**config.mk**
```make
export PLATFORM = sky130hd
export DESIGN_NAME = condiciona_entradas_flat
export DESIGN_NICKNAME = d
export VERILOG_FILES = /design/src/rtl/condiciona_entradas_pkg.sv /design/src/rtl/condiciona_entradas_if.sv /design/src/rtl/condiciona_entradas_debounce_canal.sv /design/src/rtl/condiciona_entradas.sv /design/src/flat_wrapper.sv
export SDC_FILE = /design/constraint.sdc
export NUM_CORES = 1
export LEC_CHECK = 0
export CAP_MARGIN = 20
export CELL_PAD_IN_SITES_DETAIL_PLACEMENT = 0
export CELL_PAD_IN_SITES_GLOBAL_PLACEMENT = 1
export CORE_MARGIN = 5
export CORE_UTILIZATION = 45
export CTS_CLUSTER_SIZE = 12
export DETAILED_ROUTE_END_ITERATION = 7
export PLACE_DENSITY_LB_ADDON = 0.1
export SETUP_SLACK_MARGIN = 0.05
export SYNTH_ARGS = -nofsm -noshare
export SYNTH_HDL_FRONTEND = slang
export SYNTH_SLANG_ARGS = --single-unit
```
**constraint.sdc**
```tcl
create_clock -name clock -period 3.8 [get_ports clock]
set_input_delay 0.57 -clock clock [delete_from_list [all_inputs] [get_ports clock]]
set_output_delay 0.57 -clock clock [all_outputs]
set_load 0.05 [all_outputs]
```
**src/rtl/condiciona_entradas_pkg.sv**
```systemverilog
// ============================================================================
// condiciona_entradas_pkg: shared constants and types for input conditioning
// Rev 1.0
// ============================================================================
`default_nettype none

package condiciona_entradas_pkg;

  localparam int DEBOUNCE_CICLOS_PADRAO = 50000;  // 1 ms at 50 MHz
  localparam int DEBOUNCE_SIM           = 4;      // short window for simulation
  localparam int N_CHAVES_PADRAO        = 4;

  typedef enum logic {
    NIVEL_0 = 1'b0,
    NIVEL_1 = 1'b1
  } nivel_t;

  typedef logic [3:0] pressoes_t;

endpackage

`default_nettype wire

```
**src/rtl/condiciona_entradas_if.sv**
```systemverilog
// ============================================================================
// condiciona_entradas_if: raw board inputs in, conditioned signals out
// Rev 1.0
// ============================================================================
`default_nettype none

interface condiciona_entradas_if
  import condiciona_entradas_pkg::*;
#(
  parameter int N_CHAVES = N_CHAVES_PADRAO
);

  logic                botao_iniciar;
  logic [N_CHAVES-1:0] chaves_in;
  logic                iniciar;
  logic [N_CHAVES-1:0] chaves;
  logic                db_botao;
  pressoes_t           db_pressoes;

  modport master (
    output botao_iniciar, chaves_in,
    input  iniciar, chaves, db_botao, db_pressoes
  );

  modport slave (
    input  botao_iniciar, chaves_in,
    output iniciar, chaves, db_botao, db_pressoes
  );

endinterface

`default_nettype wire

```
**src/rtl/condiciona_entradas_debounce_canal.sv**
```systemverilog
// ============================================================================
// debounce_canal: 2-flop synchronizer followed by a counting debounce FSM
// Rev 1.0
// ============================================================================
`default_nettype none

module debounce_canal
  import condiciona_entradas_pkg::*;
#(
  parameter int DEBOUNCE_CICLOS = DEBOUNCE_CICLOS_PADRAO
) (
  input  wire logic clock,
  input  wire logic reset,
  input  wire logic entrada,
  output logic      estavel
);

  localparam int                CW       = $clog2(DEBOUNCE_CICLOS);
  localparam logic [CW-1:0]     CONT_MAX = CW'(DEBOUNCE_CICLOS - 1);

  logic          s1;
  logic          s2;
  nivel_t        estado;
  logic [CW-1:0] cont;

  // Any sample agreeing with the stable level restarts the count, so only an
  // uninterrupted run of DEBOUNCE_CICLOS differing samples is accepted.
  always_ff @(posedge clock or posedge reset) begin
    if (reset) begin
      s1     <= 1'b0;
      s2     <= 1'b0;
      estado <= NIVEL_0;
      cont   <= '0;
    end else begin
      s1 <= entrada;
      s2 <= s1;
      if (s2 == logic'(estado)) begin
        cont <= '0;
      end else if (cont == CONT_MAX) begin
        estado <= s2 ? NIVEL_1 : NIVEL_0;
        cont   <= '0;
      end else begin
        cont <= cont + 1'b1;
      end
    end
  end

  assign estavel = (estado == NIVEL_1);

endmodule

`default_nettype wire

```
**src/rtl/condiciona_entradas.sv**
```systemverilog
// ============================================================================
// condiciona_entradas: debounced button pulse, switches and press counter
// Rev 1.0
// ============================================================================
`default_nettype none

module condiciona_entradas
  import condiciona_entradas_pkg::*;
#(
  parameter int DEBOUNCE_CICLOS = DEBOUNCE_CICLOS_PADRAO,
  parameter int N_CHAVES        = N_CHAVES_PADRAO
) (
  input wire logic              clock,
  input wire logic              reset,
  condiciona_entradas_if.slave  bus
);

  logic                estavel_botao;
  logic                botao_d;
  logic [N_CHAVES-1:0] estavel_chaves;
  pressoes_t           pressoes;
  logic                pulso;

  debounce_canal #(
    .DEBOUNCE_CICLOS(DEBOUNCE_CICLOS)
  ) u_botao (
    .clock   (clock),
    .reset   (reset),
    .entrada (bus.botao_iniciar),
    .estavel (estavel_botao)
  );

  generate
    for (genvar i = 0; i < N_CHAVES; i++) begin : g_chaves
      debounce_canal #(
        .DEBOUNCE_CICLOS(DEBOUNCE_CICLOS)
      ) u_chave (
        .clock   (clock),
        .reset   (reset),
        .entrada (bus.chaves_in[i]),
        .estavel (estavel_chaves[i])
      );
    end
  endgenerate

  // Rising edge of the debounced level only; a held button gives one pulse.
  assign pulso = estavel_botao & ~botao_d;

  always_ff @(posedge clock or posedge reset) begin
    if (reset) begin
      botao_d  <= 1'b0;
      pressoes <= '0;
    end else begin
      botao_d <= estavel_botao;
      if (pulso) begin
        pressoes <= pressoes + 1'b1;
      end
    end
  end

  assign bus.iniciar     = pulso;
  assign bus.chaves      = estavel_chaves;
  assign bus.db_botao    = estavel_botao;
  assign bus.db_pressoes = pressoes;

endmodule

`default_nettype wire

```
**src/flat_wrapper.sv**
```systemverilog
// flat-port wrapper written by rule: the top's interface ports become plain ports
module condiciona_entradas_flat import condiciona_entradas_pkg::*;
#(
  parameter int DEBOUNCE_CICLOS = DEBOUNCE_CICLOS_PADRAO,
  parameter int N_CHAVES        = N_CHAVES_PADRAO
)
  (clock, reset, bus_botao_iniciar, bus_chaves_in, bus_iniciar, bus_chaves, bus_db_botao, bus_db_pressoes);
  condiciona_entradas_if #(.N_CHAVES(N_CHAVES)) bus_i ();
  input wire logic clock;
  input wire logic reset;
  input wire logic [$bits(bus_i.botao_iniciar)-1:0] bus_botao_iniciar;
  input wire logic [$bits(bus_i.chaves_in)-1:0] bus_chaves_in;
  output wire logic [$bits(bus_i.iniciar)-1:0] bus_iniciar;
  output wire logic [$bits(bus_i.chaves)-1:0] bus_chaves;
  output wire logic [$bits(bus_i.db_botao)-1:0] bus_db_botao;
  output wire logic [$bits(bus_i.db_pressoes)-1:0] bus_db_pressoes;
  assign bus_i.botao_iniciar = bus_botao_iniciar;
  assign bus_i.chaves_in = bus_chaves_in;
  assign bus_iniciar = bus_i.iniciar;
  assign bus_chaves = bus_i.chaves;
  assign bus_db_botao = bus_i.db_botao;
  assign bus_db_pressoes = bus_i.db_pressoes;
  condiciona_entradas #(.DEBOUNCE_CICLOS(DEBOUNCE_CICLOS), .N_CHAVES(N_CHAVES)) u_core (.clock(clock), .reset(reset), .bus(bus_i));
endmodule
```
==> results of run 1 <==
[Yosys cell counts (all sizes together)]
library cell / count
dfrtp: 100
nor2: 85
xnor2: 58
nand3: 26
nand2: 23
nand4: 22
nor4: 18
inv: 16
nor3: 16
xor2: 15
and3: 9
nor4bb: 8
ha: 7
mux2: 6
a21oi: 5
buf: 5
clkbuf: 5
or3: 5
nor4b: 4
o31ai: 3
or4: 3
and2: 2
o21ai: 2
or2: 2
nand4b: 1
nor2b: 1
o41ai: 1
[kinds of logic after synthesis]
logic type | Yosys count | synth area share [%]
buf+inv | 26 | 2.50
flops | 100 | 53.9
simple gates | 225 | 24.7
xor+xnor | 73 | 13.8
compound gates | 11 | 1.83
fa+ha+maj | 7 | 1.88
mux | 6 | 1.45
[registers in the layout, indices dropped and copies added (netlist names)]
register                         cells
u_core.g_chaves.u_chave.s1           4
u_core.g_chaves.u_chave.s2           4
u_core.g_chaves.u_chave.cont        64
u_core.u_botao.estavel               1
u_core.u_botao.cont                 16
u_core.bus.db_pressoes               4
u_core.g_chaves.u_chave.estavel      4
u_core.u_botao.s1                    1
u_core.u_botao.s2                    1
u_core.botao_d                       1
[routing by layer]
metal | vias up | global-route usage [%] | wire, um
met4 | 0 | 4.38 | 118
li1 | 1574 | - | -
met1 | 1500 | 19.6 | 4030
met5 | - | 0 | 0
met2 | 24 | 22.5 | 3770
met3 | 9 | 3.91 | 231
[metrics by stage]
step / cell area [um2] / hold WS (ps) / std cells / util [%] / setup slack [ps]
after floorplan: 4650 / 331 / 448 / - / 611
after global placement: 4940 / 333 / 591 / 48.5 / 1630
after detailed placement: 4940 / 336 / 591 / 48.5 / 1600
after CTS: 5110 / 358 / 607 / 50.2 / 1180
after global routing: 5110 / 370 / 607 / 50.2 / 1080
final: 5110 / 354 / 607 / 50.2 / 1230
[layout make-up]
cell class	instances	area, um2	share of cell area, %
Clock inverter	4	25.0	0.489
Inverter	16	62.6	1.22
Sequential cell	100	2500	48.9
Multi-Input combinational cell	322	2030	39.7
Timing Repair Buffer	17	180	3.52
Clock buffer	12	145	2.84
Tap cell	136	170	3.33
[layout by cell type (no fill, tap or decap), types with 3 or more instances in the layout]
cell               n
nor2_1            85
nand2_1           23
o31ai_1            3
clkdlybuf4s50_1   16
and3_1             9
nand3_1           25
nor4_1            18
nor4b_1            4
xnor2_1           58
nor3_1            16
xor2_1            15
mux2_2             6
inv_1             15
or3_1              3
nand4_1           21
clkbuf_8          10
a21oi_1            5
or4_1              3
nor4bb_1           8
ha_1               7
dfrtp_1          100
[power breakdown]
part           internal, W  total (W)  switching, W
Combinational    0.0000227  0.0000695     0.0000468
Sequential         0.00108    0.00110     0.0000172
Clock             0.000255   0.000606      0.000351
Total              0.00136    0.00177      0.000415
[worst max-delay path: stages, from the launching register on]
cell             delay (ps)
dfrtp_1                 410
nor2b_1                 360
clkdlybuf4s50_1         880
[worst max-delay path by stage]
stage                                start              to  cells past startpoint
global route        u_core.u_botao.estavel     bus_iniciar                      2
detailed placement  u_core.u_botao.estavel     bus_iniciar                      2
floorplan                            reset  u_core.botao_d                      1
CTS                 u_core.u_botao.estavel     bus_iniciar                      2
finish              u_core.u_botao.estavel     bus_iniciar                      2
global placement    u_core.u_botao.estavel     bus_iniciar                      2
==> impl_metrics.toml, run 1 <==
[die]
die_y_um = 112
core_area_um2 = 10200
die_area_um2 = 12500
dieWidth_um = 112
io_pins = 17
row_count = 37
initial_core_util_pct = 45.6

[place]
io_buffer_count = 16
dp.final_hpwl_um = 5510
gp_congestion = 0.774

[worst_setup_path]
worstPathRequired_ps = 3230
timing.rr.start = "u_core.g_chaves[3].u_chave.cont[12]"
path_max_fanout = 5
worstPathArrival_ps = 2000
r2r_slack_ps = 1780
r2r-end = "u_core.g_chaves[3].u_chave.cont[2]"
path_class = "reg -> out"
reg2regPathDepth = 4
cp-end-kind = "output port"
critPathLaunchType = "register"

[logic_synthesis]
seq_area_frac_synth_pct = 53.9
yosysUniqueCellTypes = 31
synth_top_area_share_pct = 53.9
ys_ff_latch = 100
netlist_area_um2 = 4650
synthTopCellsByArea = "dfrtp_1 54%, xnor2_1 11%, nor2_1 6.9%"
synth_warnings = 0
synth_largest_area_cell = "dfrtp_1"
synth_fp_nets = 462
avgSynthCellArea_um2 = 10.4
synth_cells = 448

[route]
post_drt_via_cell_ratio = 5.12
drc_errors = 0
dr_total_vias = 3107
dr.pass1.iters = 6
avgRoutedWirePerCell_um = 13.4
postRouteWirelength_um = 8150
ant_nets = 0
drt_iter0_drc = 144

[sta]
setup_violations = 0
slew_headroom_pct = 42.4
hold_viol_final = 0
finClkSkew_ps = 11.4
max_freq_mhz = 389
fin_crit_ps = 2570
grt_setup_unrepaired = "no"
min_period_over_period_pct = 67.7
tns_ps = 0
slew_violations = 0
worst_slew_pin_slew_ps = 861

[cts]
cts_sinks = 100
h-tree-depth = 3
clockRootBuffer = "clkbuf_8"
cts_tree = "done"
cts_resized = 0
post-cts-setup-buffers = 0
postCtsHoldBufs = 0
clk_latency_ps = 360
path_clk_slew_ps = 90
numCtsBuffers = 9
cts.path.max_buffers = 2

[pwr]
power.density_nw_per_um2 = 347
irDropWorstVdd_uv = 199
p_total_w = 0.00177
p_leak_nw = 2.04

[hold_path]
min_path_type = "reg -> reg"
min_path_cells = 0
min_to = "u_core.g_chaves[0].u_chave.s2"
hp-start = "u_core.g_chaves[0].u_chave.s1"

[global_routing]
grt_use_total_pct = 14.4
first_global_vias = 3191
grt_pass1_wl_um = 14900
antenna_found_initial = 0
grt_max_degree = 54
overflow = 0

[final_layout]
fillCellCount = 974
drive_gt1_share_pct = 6.16
antenna_cells = 0
nNetsFinal = 480
syn_to_final_growth_pct = 10.0

[outcome]
status = "completed"

[job]
max_cap_violations = 0
Note: power is estimated with default switching activity, not from simulation.
==> inputs of run 2 (changes only) <==
- CORE_UTILIZATION: 45 -> 44
- clock period: 3.8 -> 2.2 ns (I/O delays scaled with it)
==> impl_metrics.toml, run 2 (synthesis results as in run 1) <==
[outcome]
status = "completed"

[cts]
cts_resized = 0
cts_tree = "done"
h-tree-depth = 3
post-cts-setup-buffers = 0
numCtsBuffers = 9
clockRootBuffer = "clkbuf_8"
postCtsHoldBufs = 0
cts.path.max_buffers = 2
path_clk_slew_ps = 90
cts_sinks = 100
clk_latency_ps = 360

[sta]
min_period_over_period_pct = 88.7
slew_headroom_pct = 63.0
setup_violations = 0
slew_violations = 0
finalWorstSetupSlack_ps = 250
hold_viol_final = 0
fin_crit_ps = 1950
finClkSkew_ps = 11.6
worst_slew_pin_slew_ps = 553
tns_ps = 0
grt_setup_unrepaired = "no"
max_freq_mhz = 513

[worst_setup_path]
r2r_slack_ps = 460
crit_buf_inv = 1
critPathLaunchType = "register"
path_max_fanout = 4
startpoint = "u_core.bus.db_pressoes[0]"
worstPathRequired_ps = 1870
timing.rr.start = "u_core.g_chaves[0].u_chave.cont[8]"
path_class = "reg -> out"
cp_slowest_cell = "clkdlybuf4s50_1"
cp-end-kind = "output port"
critical-path-max-stage-delay_ps = 830
crit_chain = "clkdlybuf4s50_1"
worstPathArrival_ps = 1620
crit_family = "buffers and inverters"

[place]
gp_congestion = 0.757
dp_slack_ps = 452
dp.final_hpwl_um = 5540
io_buffer_count = 16

[die]
core_area_um2 = 10300
initial_core_util_pct = 45.0
row_count = 37
io_pins = 17
dieWidth_um = 113
die_area_um2 = 12700
die_y_um = 113

[final_layout]
layout_commonest_cell = "dfrtp_1"
top_register = "u_core.g_chaves.u_chave.cont"
drive_gt1_share_pct = 7.37
nNetsFinal = 484
largest_reg_flops = 64
antenna_cells = 0
mostFrequentLayoutCells = "100 x dfrtp_1, 85 x nor2_1, 58 x xnor2_1, 25 x nand3_1, 23 x nand2_1"
reg_top3 = "u_core.g_chaves.u_chave.cont x64, u_core.u_botao.cont x16"
syn_to_final_growth_pct = 11.3
fillCellCount = 949

[pwr]
pwr-share-comb_pct = 3.8
p_leak_nw = 2.08
netSwitchingFraction_pct = 23.8
p_sw_w = 0.000764
power.internal_w = 0.00245
p_clk_share_pct = 37.2
power.density_nw_per_um2 = 622
seq_power_share_pct = 59.0
irDropWorstVdd_uv = 369

[global_routing]
overflow = 0
grt_use_total_pct = 13.9
first_global_vias = 3216
grt_pass1_wl_um = 14700
antenna_found_initial = 0
grt_max_degree = 74

[hold_path]
hp-start = "u_core.g_chaves[0].u_chave.s1"
min_path_type = "reg -> reg"

[job]
max_cap_violations = 0

[route]
dr_total_vias = 3156
postRouteWirelength_um = 8100
avgRoutedWirePerCell_um = 13.3
post_drt_via_cell_ratio = 5.17
drt_iter0_drc = 141
dr.pass1.iters = 4
ant_nets = 0
drc_errors = 0
## run 2: through the flow
stage	utilization, %	instances	hold WS (ps)	power (W)	cell area, um2
5_1_grt	50.1	611	368	0.00337	5170
6_report	50.1	611	358	0.00322	5170
3_3_place_gp	48.2	595	334	0.00206	4970
3_5_place_dp	48.2	595	336	0.00206	4970
2_1_floorplan	-	448	331	0.00201	4650
4_1_cts	50.1	611	361	0.00328	5170
## run 2: layout make-up
class                      count  area [um2]  share of cell area (%)
inverter                      16        63.8                    1.23
sequential                   100        2500                    48.4
multi-input combinational    322        2030                    39.2
timing repair buffer          21         208                    4.02
clock inverter                 6        71.3                    1.38
tap                          136         170                    3.29
clock buffer                  10         128                    2.47
## run 2: final timing paths
kind | endpoint | depth (start not counted)
min reg2reg | u_core.g_chaves[0].u_chave.s2 | 0
min | u_core.g_chaves[0].u_chave.s2 | 0
max reg2reg | u_core.g_chaves[0].u_chave.cont[11] | 4
max | bus_db_pressoes[0] | 1
max in group asynchronous | u_core.g_chaves[3].u_chave.cont[10] | 3
min in group asynchronous | u_core.g_chaves[1].u_chave.cont[3] | 3
## run 2: power groups by stage
stage,logic [W],registers [W],clock network [W]
3_3_place_gp,0.000127,0.00193,0
5_1_grt,0.000145,0.00190,0.00132
4_1_cts,0.000129,0.00190,0.00126
3_5_place_dp,0.000128,0.00193,0
2_1_floorplan,0.0000849,0.00193,0
6_report,0.000123,0.00190,0.00120
## run 2: layer usage
| metal | share of wire, % | up-vias | GRT usage [%] |
|---|---|---|---|
| li1 | - | 1583 | - |
| met1 | 47 | 1528 | 17.4 |
| met2 | 48 | 33 | 23.6 |
| met3 | 3.0 | 12 | 3.42 |
| met4 | 1.8 | 0 | 4.57 |
| met5 | 0 | - | 0 |
